**config.mk**
```make
export PLATFORM = sky130hd
export DESIGN_NAME = mux_scan
export DESIGN_NICKNAME = d
export VERILOG_FILES = /design/src/rtl/mux_scan.sv
export SDC_FILE = /design/constraint.sdc
export NUM_CORES = 1
export LEC_CHECK = 0
export BUFFER_PORTS_ARGS = -buffer_cell sky130_fd_sc_hd__buf_4
export CAP_MARGIN = 25
export CORE_MARGIN = 2
export CORE_UTILIZATION = 45
export DETAILED_ROUTE_END_ITERATION = 10
export PLACE_DENSITY_LB_ADDON = 0.3
export SYNTH_ARGS = -nofsm -noshare
export SYNTH_HDL_FRONTEND = slang
export SYNTH_SLANG_ARGS = --single-unit
```
**constraint.sdc**
```tcl
create_clock -name clk -period 5.26 [get_ports clk]
set_input_delay 0.526 -clock clk [delete_from_list [all_inputs] [get_ports clk]]
set_output_delay 0.526 -clock clk [all_outputs]
set_load 0.01 [all_outputs]
```
**src/rtl/mux_scan.sv**
```systemverilog
`default_nettype none
// ============================================================================
// Module   : mux_scan
// Desc     : Registered CH:1 channel mux with manual select or timed auto-scan.
//            Optional y_par output when macro MUX_SCAN_PARITY_EN is defined.
// Revision : 1.0 - initial release
// ============================================================================
module mux_scan #(
  parameter int CH    = 8,
  parameter int W     = 1,
  parameter int DWELL = 4
) (
  input  logic                  clk,
  input  logic                  rst,
  input  logic [CH*W-1:0]       din,
  input  logic [$clog2(CH)-1:0] sel,
  input  logic                  mode,
  input  logic                  en,
  output logic [W-1:0]          y,
  output logic [$clog2(CH)-1:0] ch_out,
  output logic                  valid,
  output logic                  wrap
`ifdef MUX_SCAN_PARITY_EN
  ,
  output logic                  y_par
`endif
);
  localparam int SELW = $clog2(CH);
  localparam int CW   = (DWELL > 1) ? $clog2(DWELL) : 1;
  localparam logic [CW-1:0]   c_dwell_last = CW'(DWELL - 1);
  localparam logic [SELW-1:0] c_ptr_last   = SELW'(CH - 1);

  typedef enum logic [0:0] {
    ST_MANUAL = 1'b0,
    ST_SCAN   = 1'b1
  } state_t;

  state_t          r_state;
  logic [SELW-1:0] r_ptr;
  logic [SELW-1:0] r_ch;
  logic [CW-1:0]   r_dwell;
  logic [W-1:0]    r_y;
  logic            r_valid;
  logic            r_wrap;

  logic [W-1:0]    w_ch [CH];
  logic            w_scan_step;
  logic            w_dwell_done;
  logic [SELW-1:0] w_ptr_inc;
  logic [SELW-1:0] w_out_ch;
  logic [W-1:0]    w_y_nxt;

  for (genvar k = 0; k < CH; k++) begin : g_unpack
    assign w_ch[k] = din[k*W +: W];
  end

  // The entry edge counts as dwell cycle 0, so a continuing scan outputs the
  // post-advance pointer: each channel is shown for exactly DWELL cycles.
  always_comb begin
    w_scan_step  = (r_state == ST_SCAN) && mode;
    w_dwell_done = (r_dwell == c_dwell_last);
    w_ptr_inc    = r_ptr + SELW'(1);
    w_out_ch     = sel;
    if (w_scan_step) begin
      w_out_ch = w_dwell_done ? w_ptr_inc : r_ptr;
    end
    w_y_nxt = w_ch[w_out_ch];
  end

  always_ff @(posedge clk) begin
    if (rst) begin
      r_state <= ST_MANUAL;
      r_ptr   <= '0;
      r_dwell <= '0;
      r_ch    <= '0;
      r_y     <= '0;
      r_valid <= 1'b0;
      r_wrap  <= 1'b0;
    end else begin
      r_valid <= en;
      r_wrap  <= 1'b0;
      if (en) begin
        r_y  <= w_y_nxt;
        r_ch <= w_out_ch;
        if (!mode) begin
          r_state <= ST_MANUAL;
        end else if (r_state == ST_MANUAL) begin
          r_state <= ST_SCAN;
          r_ptr   <= sel;
          r_dwell <= '0;
        end else if (w_dwell_done) begin
          r_dwell <= '0;
          r_ptr   <= w_ptr_inc;
          r_wrap  <= (r_ptr == c_ptr_last);
        end else begin
          r_dwell <= r_dwell + CW'(1);
        end
      end
    end
  end

`ifdef MUX_SCAN_PARITY_EN
  logic r_y_par;

  always_ff @(posedge clk) begin
    if (rst) begin
      r_y_par <= 1'b0;
    end else if (en) begin
      r_y_par <= ^w_y_nxt;
    end
  end

  assign y_par = r_y_par;
`endif

  assign y      = r_y;
  assign ch_out = r_ch;
  assign valid  = r_valid;
  assign wrap   = r_wrap;

endmodule
`default_nettype wire

```
# [Word level (Yosys, flattened, before mapping)]
# Cells that the tools add are included.
[classes] add_sub_neg=2 mul=0 div=0 magnitude_cmp=1 n_eq_ne=2 shift=0 n_mux=9 bitwise=5 reduce_logical=3
[op_table] op="$mux W3" count=3
[op_table] op="$reduce_or A5 Y1" count=1
[op_table] op="$ge A4 B4 Y1 const B" count=1
[op_table] op="$mux W2" count=2
[op_table] op="$not A1 Y1" count=4
[op_table] op="$not A3 Y4" count=1
[op_table] op="$add A3 B1 Y3 const B" count=1
[op_table] op="$bmux W1 S3" count=1
[op_table] op="$eq A3 B3 Y1 const B" count=1
[op_table] op="$mux W1" count=3
[op_table] op="$add A2 B1 Y2 const B" count=1
[op_table] op="$eq A2 B2 Y1 const B" count=1
[op_table] op="$reduce_and A2 Y1" count=1
[op_table] op="$logic_and A1 B1 Y1" count=1
[word_totals] register_bits=12 latchBits=0 ram_bits=0 mem_bits_ro=0 in_bits=15 out_inout_bits=6 elab_cells=29 n_memories=0

# [Longest topological paths before layout]
# Gate-level depths: netlist (run 1).
[logic_depth] ltp_word=7 ltp_mapped=7 depth_no_buf=7

# [Least setup slack after synthesis (run 1)]
# Ideal clock, no wire load.
[synth_path] path_type="input -> register" from="input mode" to="register r_y (netlist: y)" setup_ns=0.137 t_arrival_ns=1.836 t_required_ns=5.123 setup_slack_ns=3.286 cell_stages=7 n_path_buf=2 cell_sequence="buf_6 -> and2_4 -> buf_6 -> mux2i_4 -> mux4_2 -> nand3_1 -> a41oi_2"
[synth_via] elab_chain_cells=6
[synth_rtl] element="start, declared" line="17" rtl="input logic mode,"
[synth_rtl] element="$logic_and A1 B1 Y1" line="60" rtl="w_scan_step = (r_state == ST_SCAN) && mode;"
[synth_rtl] element="$mux W3" line="64" rtl="if (w_scan_step) begin"
[synth_rtl] element="$not A3 Y4 (not written as such)" line="67" rtl="w_y_nxt = w_ch[w_out_ch];"
[synth_rtl] element="$bmux W1 S3" line="67"
[synth_rtl] element="$mux W1 (not written as such) (2 in series)" line="67"
[synth_rtl] element="end signal, assigned" line="83" rtl="r_y <= w_y_nxt;"
[synth_rtl] element="end, declared" line="42" rtl="logic [W-1:0] r_y;"
# No other way between the ends. The select of a mux whose other input is x is not followed.
# A chain may end at the register's enable or synchronous reset.

# [Worst setup path in the final report (run 1)]
[layout_path] from="register r_dwell[0]" to="register r_y (netlist: y)"
[layout_via] elab_chain_cells=7
[layout_rtl] element="start, declared" line="41" rtl="logic [CW-1:0] r_dwell;"
[layout_rtl] element="start signal, assigned" line="96" rtl="r_dwell <= r_dwell + CW'(1);"
[layout_rtl] element="$eq A2 B2 Y1" line="61" rtl="w_dwell_done = (r_dwell == c_dwell_last);"
[layout_rtl] element="$mux W3"
[layout_rtl] element="$mux W3" line="64"
[layout_rtl] element="$not A3 Y4 (not written as such)" line="67"
[layout_rtl] element="$bmux W1 S3" line="67"
[layout_rtl] element="$mux W1 (not written as such) (2 in series)" line="67"
# No other way between the ends. The select of a mux whose other input is x is not followed.

==> flow_metrics.tcl, run 1 <==
set metrics [dict create \
    die_h_um 43.1 \
    ctsHtreeMaxLevel 1 \
    drt-pass1-iter-count 4 \
    fmax_ghz 0.512 \
    io_buffer_count 20 \
    cts_resized 0 \
    fin_crit_sh_pct 37.1 \
    min_period_ns 1.95 \
    ant_nets 0 \
    drive_gt1_share_pct 30.8 \
    insertion_delay_ns 0.27 \
    synthToLayoutAreaGrowth_pct 21.8 \
    die_w_um 43.1 \
    boundaryPins 21 \
    rsz0062_at_grt "no" \
    clockBufferDepth 2 \
    antenna_found_initial 0 \
    hold_buffers 0 \
    final_max_slew_viol_count 0 \
    grt_pass1_wl_mm 2.27 \
    arrival_ns 2.10 \
    post_cts_buffers 0 \
    nNetsFinal 111 \
    ir_drop_mv 0.101 \
    grt_max_degree 14 \
    finalHoldViolations 0 \
    max_cap_viol_count 0 \
    ys_ff_latch 12 \
    cp_max_fo 10 \
    tightest_slew_ns 0.360 \
    yosys_warnings 0 \
    synth_area_um2 689 \
    hold_class "flip-flop to flip-flop" \
    cp.required_ns 5.41 \
    route.vias.total 583 \
    wl_mm 1.33 \
    pwr_density_cell_mw_per_mm2 230 \
    wl_per_cell_um 12.4 \
    first_iter_violations 3 \
    syn_inst 74 \
    finalSetupTns_ns 0 \
    path_clk_slew_ns 0.07 \
    grt_pass1_vias 536 \
    avgSynthCellArea_um2 9.32 \
    core_area_mm2 0.00147 \
    skew_ns 0.000912 \
    synth_nets 92 \
    grt_usage_pct 16.5 \
    drc 0 \
    cp-end-kind "flip-flop" \
    overflow 0 \
    dp.cells 104 \
    num_rows 14 \
    place_hpwl_mm 1.01 \
    fin_cells 107 \
    synthTopCellsByArea "dfxtp_1, a21oi_1, mux2i_1" \
    path_class "flip-flop to flip-flop" \
    regToRegSetupSlack_ns 3.31 \
    diodes 0 \
    cts_buffers 3 \
    yosys.area.top_type_share_pct 34.8 \
    synth_seq_area_share_pct 34.8 \
    leakage_nw 0.352 \
    clock-sinks 12 \
    avgViaCountPerCell 5.45 \
    ys_types 32 \
    yosysTopAreaCell "dfxtp_1" \
    hold_slack_ns 0.469 \
    start_util_pct 46.9 \
    cts_tree "yes" \
    status "complete, no violations" \
    start_kind "flip-flop" \
    dieArea_mm2 0.00186 \
    routabilityCongestion 0.781 \
    relSlewSlack_pct 75.9 \
    clock-root-buffer "clkbuf_4" \
    setup_viol 0 \
]
[final timing paths]
path	from	to	cells past startpoint
worst max-delay path	r_dwell[0]	y	6
worst min-delay path	r_dwell[1]	r_dwell[1]	2
worst min register to register	r_dwell[1]	r_dwell[1]	2
worst max register to register	r_dwell[0]	y	6
[cell type report]
type / count / area, um^2
multi-input cells: 55 / 403
repair buffers: 20 / 150
fillers: 132 / 632
inverters: 1 / 3.75
well taps: 16 / 20.0
clock buffers: 3 / 22.5
flip-flops and latches: 12 / 240
[through the flow]
step / setup WS [ns] / util, % / cell area, um^2 / power (mW)
global placement: 3.28 / 55.5 / 817 / 0.138
global route: 3.15 / 57.1 / 840 / 0.206
floorplan: 3.29 / - / 689 / 0.124
CTS: 3.31 / 57.1 / 840 / 0.196
detailed placement: 3.25 / 55.5 / 817 / 0.139
finish: 3.31 / 57.1 / 840 / 0.193
[Yosys cell counts]
cell type  instances
nor2_1             3
mux2i_1            4
buf_4              1
mux2i_4            1
o211ai_1           1
nor2b_1            2
nor3b_1            2
inv_1              1
and2_4             1
nand3b_1           1
a31oi_1            2
ha_1               3
nand4_1            1
o21ai_0            3
o22ai_1            1
mux4_2             1
mux2_2             1
buf_6              2
and4_1             1
nand2_1            5
nor3_1             2
clkbuf_1           2
dfxtp_1           12
a311oi_1           1
nand3_1            2
buf_2              1
o31ai_1            1
xor2_1             1
a41oi_2            1
or3_1              1
nand2b_1           5
a21oi_1            8
[per-layer routing]
layer	vias up	global-route usage, %	share of wire, %
met5	-	0	0
met4	0	7.27	0
met3	0	7.23	6.0
met2	14	23.3	46
met1	262	21.6	48
li1	307	-	-
[kinds of logic after synthesis]
kind of cell / Yosys count / share of synthesized area, %
xor gates and xnor gates: 1 / 1.27
buffers and inverters: 7 / 6.71
muxes: 7 / 14.0
and+or+nand+nor: 26 / 21.2
adders and majority gates: 3 / 5.45
AOI/OAI and AO/OA: 18 / 16.5
DFF: 12 / 34.8
[worst max-delay path, stage by stage (launching register included)]
cell	delay [ns]
dfxtp_1	0.35
ha_1	0.36
xor2_1	0.16
mux2i_4	0.23
mux4_2	0.52
nand3_1	0.11
a41oi_2	0.11
[sequential cells by signal, indices dropped and copies added (netlist names)]
name and count:
r_dwell 2, r_state 1, ch_out 3, r_ptr 3, valid 1, wrap 1
y 1
[cell usage in the layout, fill, tap and decap left out, types with 3 or more instances in the layout]
master,count
nor2_1,3
ha_1,3
o21ai_0,3
nand2_1,5
dfxtp_1,12
mux2i_1,4
buf_4,20
a21oi_1,8
nand2b_1,5
clkbuf_4,3
[report_power, final]
group | switching [mW] | internal [mW]
logic | 0.0165 | 0.0208
clock network | 0.0297 | 0.0265
registers | 0.00392 | 0.0954
total | 0.0502 | 0.143
Power figures use the tool's default switching activity.
==> inputs of run 2 (changes only) <==
- CORE_UTILIZATION: 45 -> 44
- clock period: 5.26 -> 1.59 ns (I/O delays scaled with it)
==> run 2 against run 1 <==
Effect of this change:
- the flow now finishes with violations (setup timing)
- first-iteration DRC count grew to 3.7 times the previous value
- fmax is 17% higher
- worst hold slack lost 0.33 ns
- register-to-register slack got worse by 3.4 ns
- utilization up 11 points
- final cell count grew 14%
- critical path type unchanged
- critical endpoint unchanged
==> flow_metrics.tcl, run 2 (synthesis results as in run 1) <==
set metrics [dict create \
    path_cells "ha_4 > xor2_2 > mux2i_4 > mux4_2 > nand3_2 > a41oi_2" \
    busiest_layer "met2" \
    cp_max_fo 4 \
    fin_crit_sh_pct 105 \
    hold_class "input port to flip-flop" \
    fin_cells 122 \
    min_period_ns 1.67 \
    route.vias.total 664 \
    avgViaCountPerCell 5.44 \
    skew_ns 0.00734 \
    boundaryPins 21 \
    rsz0062_at_grt "yes" \
    start_util_pct 46.3 \
    crit_end "y" \
    first_iter_violations 11 \
    overflow 0 \
    power_uw 679 \
    routabilityCongestion 0.861 \
    cts_buffers 3 \
    drc 0 \
    io_buffer_count 20 \
    max_cap_viol_count 0 \
    clockBufferDepth 2 \
    final_common_cell "buf_4" \
    regToRegSetupSlack_ns -0.08 \
    post_dp_cell_area_um2 942 \
    setup_viol 1 \
    grtUsageMet1_pct 26.4 \
    finalHoldViolations 0 \
    dp.cells 117 \
    slowest_delay_ns 0.54 \
    num_rows 14 \
    core_area_mm2 0.00149 \
    fill_cells 124 \
    clock-sinks 12 \
    grt_pass1_vias 648 \
    ant_nets 0 \
    die_h_um 43.6 \
    synthToLayoutAreaGrowth_pct 45.9 \
    start_kind "flip-flop" \
    cts_tree "yes" \
    final_max_slew_viol_count 0 \
    setup_slack_ns -0.0803 \
    status "finished with violations" \
    leakage_nw 0.423 \
    arrival_ns 1.83 \
    wl_mm 1.75 \
    diodes 0 \
    nNetsFinal 126 \
    finalSetupTns_ns -0.0803 \
    grt_pass1_wl_mm 3.00 \
    layout_common_cells "buf_4, dfxtp_1, a21oi_1, nand2_1, nand2b_1" \
    critical_path.slowest_cell "mux4_2" \
    grt_usage_pct 22.5 \
    grt_util_met3_pct 7.92 \
    antenna_found_initial 0 \
    r2r_cells 6 \
    ir_drop_mv 0.544 \
    r2r-end "y" \
    worst_setup_path_startpoint "r_dwell[0]" \
    dp_slack_ns -0.0938 \
    cp-end-kind "flip-flop" \
    fmax_ghz 0.599 \
    dieArea_mm2 0.00190 \
    r2r_start "r_dwell[0]" \
    path_class "flip-flop to flip-flop" \
    place_hpwl_mm 1.34 \
    grtUsageMet2_pct 36.5 \
    tightest_slew_ns 0.287 \
    drive_gt1_share_pct 48.1 \
    cp.required_ns 1.75 \
    final_area_mm2 0.00101 \
    multi_input_area_um2 453 \
    relSlewSlack_pct 80.8 \
    path_clk_slew_ns 0.07 \
    regArea_um2 244 \
    pwr_density_cell_mw_per_mm2 675 \
    drt-pass1-iter-count 4 \
    violations "setup timing" \
    grt_max_degree 14 \
    clock-root-buffer "clkbuf_4" \
    ctsHtreeMaxLevel 1 \
    wl_per_cell_um 14.3 \
    die_w_um 43.6 \
    insertion_delay_ns 0.28 \
    hold_buffers 0 \
]
==> run 2: worst max-delay path: cells and delay by family (launching register included) <==
family	cells	cell delay (ns)
xor gates and xnor gates	1	0.16
adders and majority gates	1	0.17
and+or+nand+nor	1	0.09
DFF	1	0.34
muxes	2	0.72
AOI/OAI and AO/OA	1	0.08
==> run 2: through the flow <==
step / util, % / hold slack [ns]
6_report: 67.6 / 0.137
5_1_grt: 67.6 / 0.129
4_1_cts: 66.4 / 0.126
3_5_place_dp: 63.3 / 0.429
3_3_place_gp: 63.3 / 0.428
2_1_floorplan: - / 0.238
==> run 2: repair_timing <==
item / in CTS / in global routing
pin swaps: 3 / 2
resized for setup: 3 / 1
setup buffers: 1 / 1
endpoints found under the setup margin: 1 / 1
==> run 2: layout make-up <==
class | instances | share of cell area, %
Tap cell | 16 | 1.99
Clock buffer | 3 | 2.24
Multi-Input combinational cell | 55 | 45.0
Timing Repair Buffer | 35 | 26.1
Sequential cell | 12 | 24.3
Inverter | 1 | 0.373
==> run 2: routing by layer <==
metal	part of all wire [%]	up-vias
met5	0	-
met4	2.1	0
met3	5.4	4
met2	51	16
met1	41	307
li1	-	337
==> run 2: how the worst min path moves through the flow <==
stage / start / to / slack, ns / depth (start not counted)
finish: rst / y / 0.14 / 2
global route: rst / y / 0.13 / 2
CTS: rst / y / 0.13 / 2
detailed placement: rst / y / 0.43 / 2
global placement: rst / r_dwell[1] / 0.43 / 2
floorplan: rst / valid / 0.24 / 1
==> run 2: power by group <==
| part | internal (mW) | switching [mW] |
|---|---|---|
| Sequential | 0.316 | 0.0104 |
| Clock | 0.0879 | 0.0978 |
| Combinational | 0.0958 | 0.0709 |
| Total | 0.500 | 0.179 |
==> inputs of run 3 (changes only) <==
- CTS_BUF_LIST: not set -> sky130_fd_sc_hd__clkbuf_8 sky130_fd_sc_hd__clkbuf_16
- GPL_TIMING_DRIVEN: not set -> 1
==> run 3 against run 2 <==
Effect of this change:
- final cell count is the same
- final area grew 1.9%
- worst hold slack gained 0.038 ns
- clock skew shrank 0.0017 ns
- critical path type unchanged
- sequential share of layout area shrank 0.44 points
- worst setup slack lost 0.0029 ns
- the run still ends with setup timing left
- global-route usage grew 0.26 points
- critical endpoint unchanged
- non-clock buffer count is the same
- sequential power is essentially flat
- die area is the same
- via count grew 1.7%
- flip-flop and latch count is the same
==> flow_metrics.tcl, run 3 (synthesis results as in run 1) <==
set metrics [dict create \
    insertion_delay_ns 0.25 \
    dp.cells 117 \
    drc 0 \
    routabilityCongestion 0.861 \
    r2r_cells 6 \
    grt_pass1_wl_mm 3.04 \
    drt-pass1-iter-count 4 \
    grt_usage_pct 22.8 \
    r2r-end "y" \
    synthToLayoutAreaGrowth_pct 48.6 \
    route.vias.total 675 \
    final_common_cell "buf_4" \
    cp-end-kind "flip-flop" \
    violations "setup timing" \
    relSlewSlack_pct 80.4 \
    overflow 0 \
    dieArea_mm2 0.00190 \
    path_class "flip-flop to flip-flop" \
    leakage_nw 0.431 \
    hold_depth 2 \
    regToRegSetupSlack_ns -0.08 \
    finalSetupTns_ns -0.0832 \
    final_max_slew_viol_count 0 \
    arrival_ns 1.80 \
    status "finished with violations" \
    post-route-util_pct 68.8 \
    clockBufferDepth 2 \
    max_cap_viol_count 0 \
    io_buffer_count 20 \
    wl_mm 1.81 \
    fmax_ghz 0.598 \
    dp_slack_ns -0.0938 \
    tightest_slew_ns 0.293 \
    hold_path_end "y" \
    core_area_mm2 0.00149 \
    post_dp_cell_area_um2 942 \
    drive_gt1_share_pct 48.1 \
    hp-start "rst" \
    avgViaCountPerCell 5.53 \
    boundaryPins 21 \
    hold_class "input port to flip-flop" \
    min_period_ns 1.67 \
    ant_nets 0 \
    setup_viol 1 \
    multi_input_area_um2 453 \
    fill_cells 123 \
    layout_common_cells "buf_4, dfxtp_1, a21oi_1, nand2_1, nand2b_1" \
    antenna_found_initial 0 \
    wl_per_cell_um 14.9 \
    die_w_um 43.6 \
    cp_max_fo 4 \
    grt_pass1_vias 657 \
    ir_drop_mv 0.676 \
    cp.required_ns 1.71 \
    setup_slack_ns -0.0832 \
    die_h_um 43.6 \
    clock-root-buffer "clkbuf_8" \
    rsz0062_at_grt "yes" \
    cts_buffers 3 \
    start_kind "flip-flop" \
    cts_tree "yes" \
    clock-sinks 12 \
    skew_ns 0.00561 \
    fin_crit_sh_pct 105 \
    pwr_density_cell_mw_per_mm2 755 \
    hold_buffers 0 \
    r2r_start "r_dwell[0]" \
    power_uw 774 \
    diodes 0 \
    finalHoldViolations 0 \
    final_area_mm2 0.00102 \
    first_iter_violations 16 \
    start_util_pct 46.3 \
    nNetsFinal 126 \
    regArea_um2 244 \
    path_clk_slew_ns 0.05 \
    num_rows 14 \
    place_hpwl_mm 1.34 \
    fin_cells 122 \
    hold_slack_ns 0.176 \
    ctsHtreeMaxLevel 1 \
    grt_max_degree 14 \
]
## run 3: cell count changes in the layout (fill, tap and decap cells not counted)
| cell | before | now |
|---|---|---|
| clkbuf_8 | 0 | 3 |
| clkbuf_4 | 3 | 0 |
## run 3: timing repair
item | in CTS | in global routing
setup buffers | 1 | 1
pin swaps | 2 | 2
resized for setup | 3 | 1
setup endpoints to repair | 1 | 1
## run 3: critical path, cell delays in order, from the launching register on
cell and delay, ns:
dfxtp_2 0.33, ha_4 0.17, xor2_2 0.16, mux2i_4 0.18, mux4_2 0.54, nand3_2 0.09
a41oi_2 0.08
## run 3: cell type report
| class | count | area share (%) |
|---|---|---|
| Tap cell | 16 | 1.95 |
| Inverter | 1 | 0.366 |
| Timing Repair Buffer | 35 | 25.6 |
| Clock buffer | 3 | 4.03 |
| Multi-Input combinational cell | 55 | 44.2 |
| Sequential cell | 12 | 23.8 |
## run 3: worst max-delay path by stage
stage,start,endpoint,slack [ns],cells after the start
floorplan,r_dwell[0],y,-0.15,7
global placement,r_ptr[0],y,-0.06,7
detailed placement,r_ptr[0],y,-0.09,7
CTS,r_dwell[0],y,-0.08,6
global route,r_dwell[0],y,-0.15,6
finish,r_dwell[0],y,-0.08,6
## run 3: layer usage
metal / global-route usage, % / routed length [um] / vias up
li1: - / - / 334
met1: 26.4 / 726 / 312
met2: 37.4 / 903 / 21
met3: 7.92 / 121 / 8
met4: 10.9 / 60 / 0
met5: 0 / 0 / -
## run 3: where the power goes
group | internal, mW | total, mW | switching (mW)
Sequential | 0.317 | 0.328 | 0.0107
Clock | 0.167 | 0.278 | 0.111
Combinational | 0.0958 | 0.168 | 0.0719
Total | 0.580 | 0.774 | 0.194
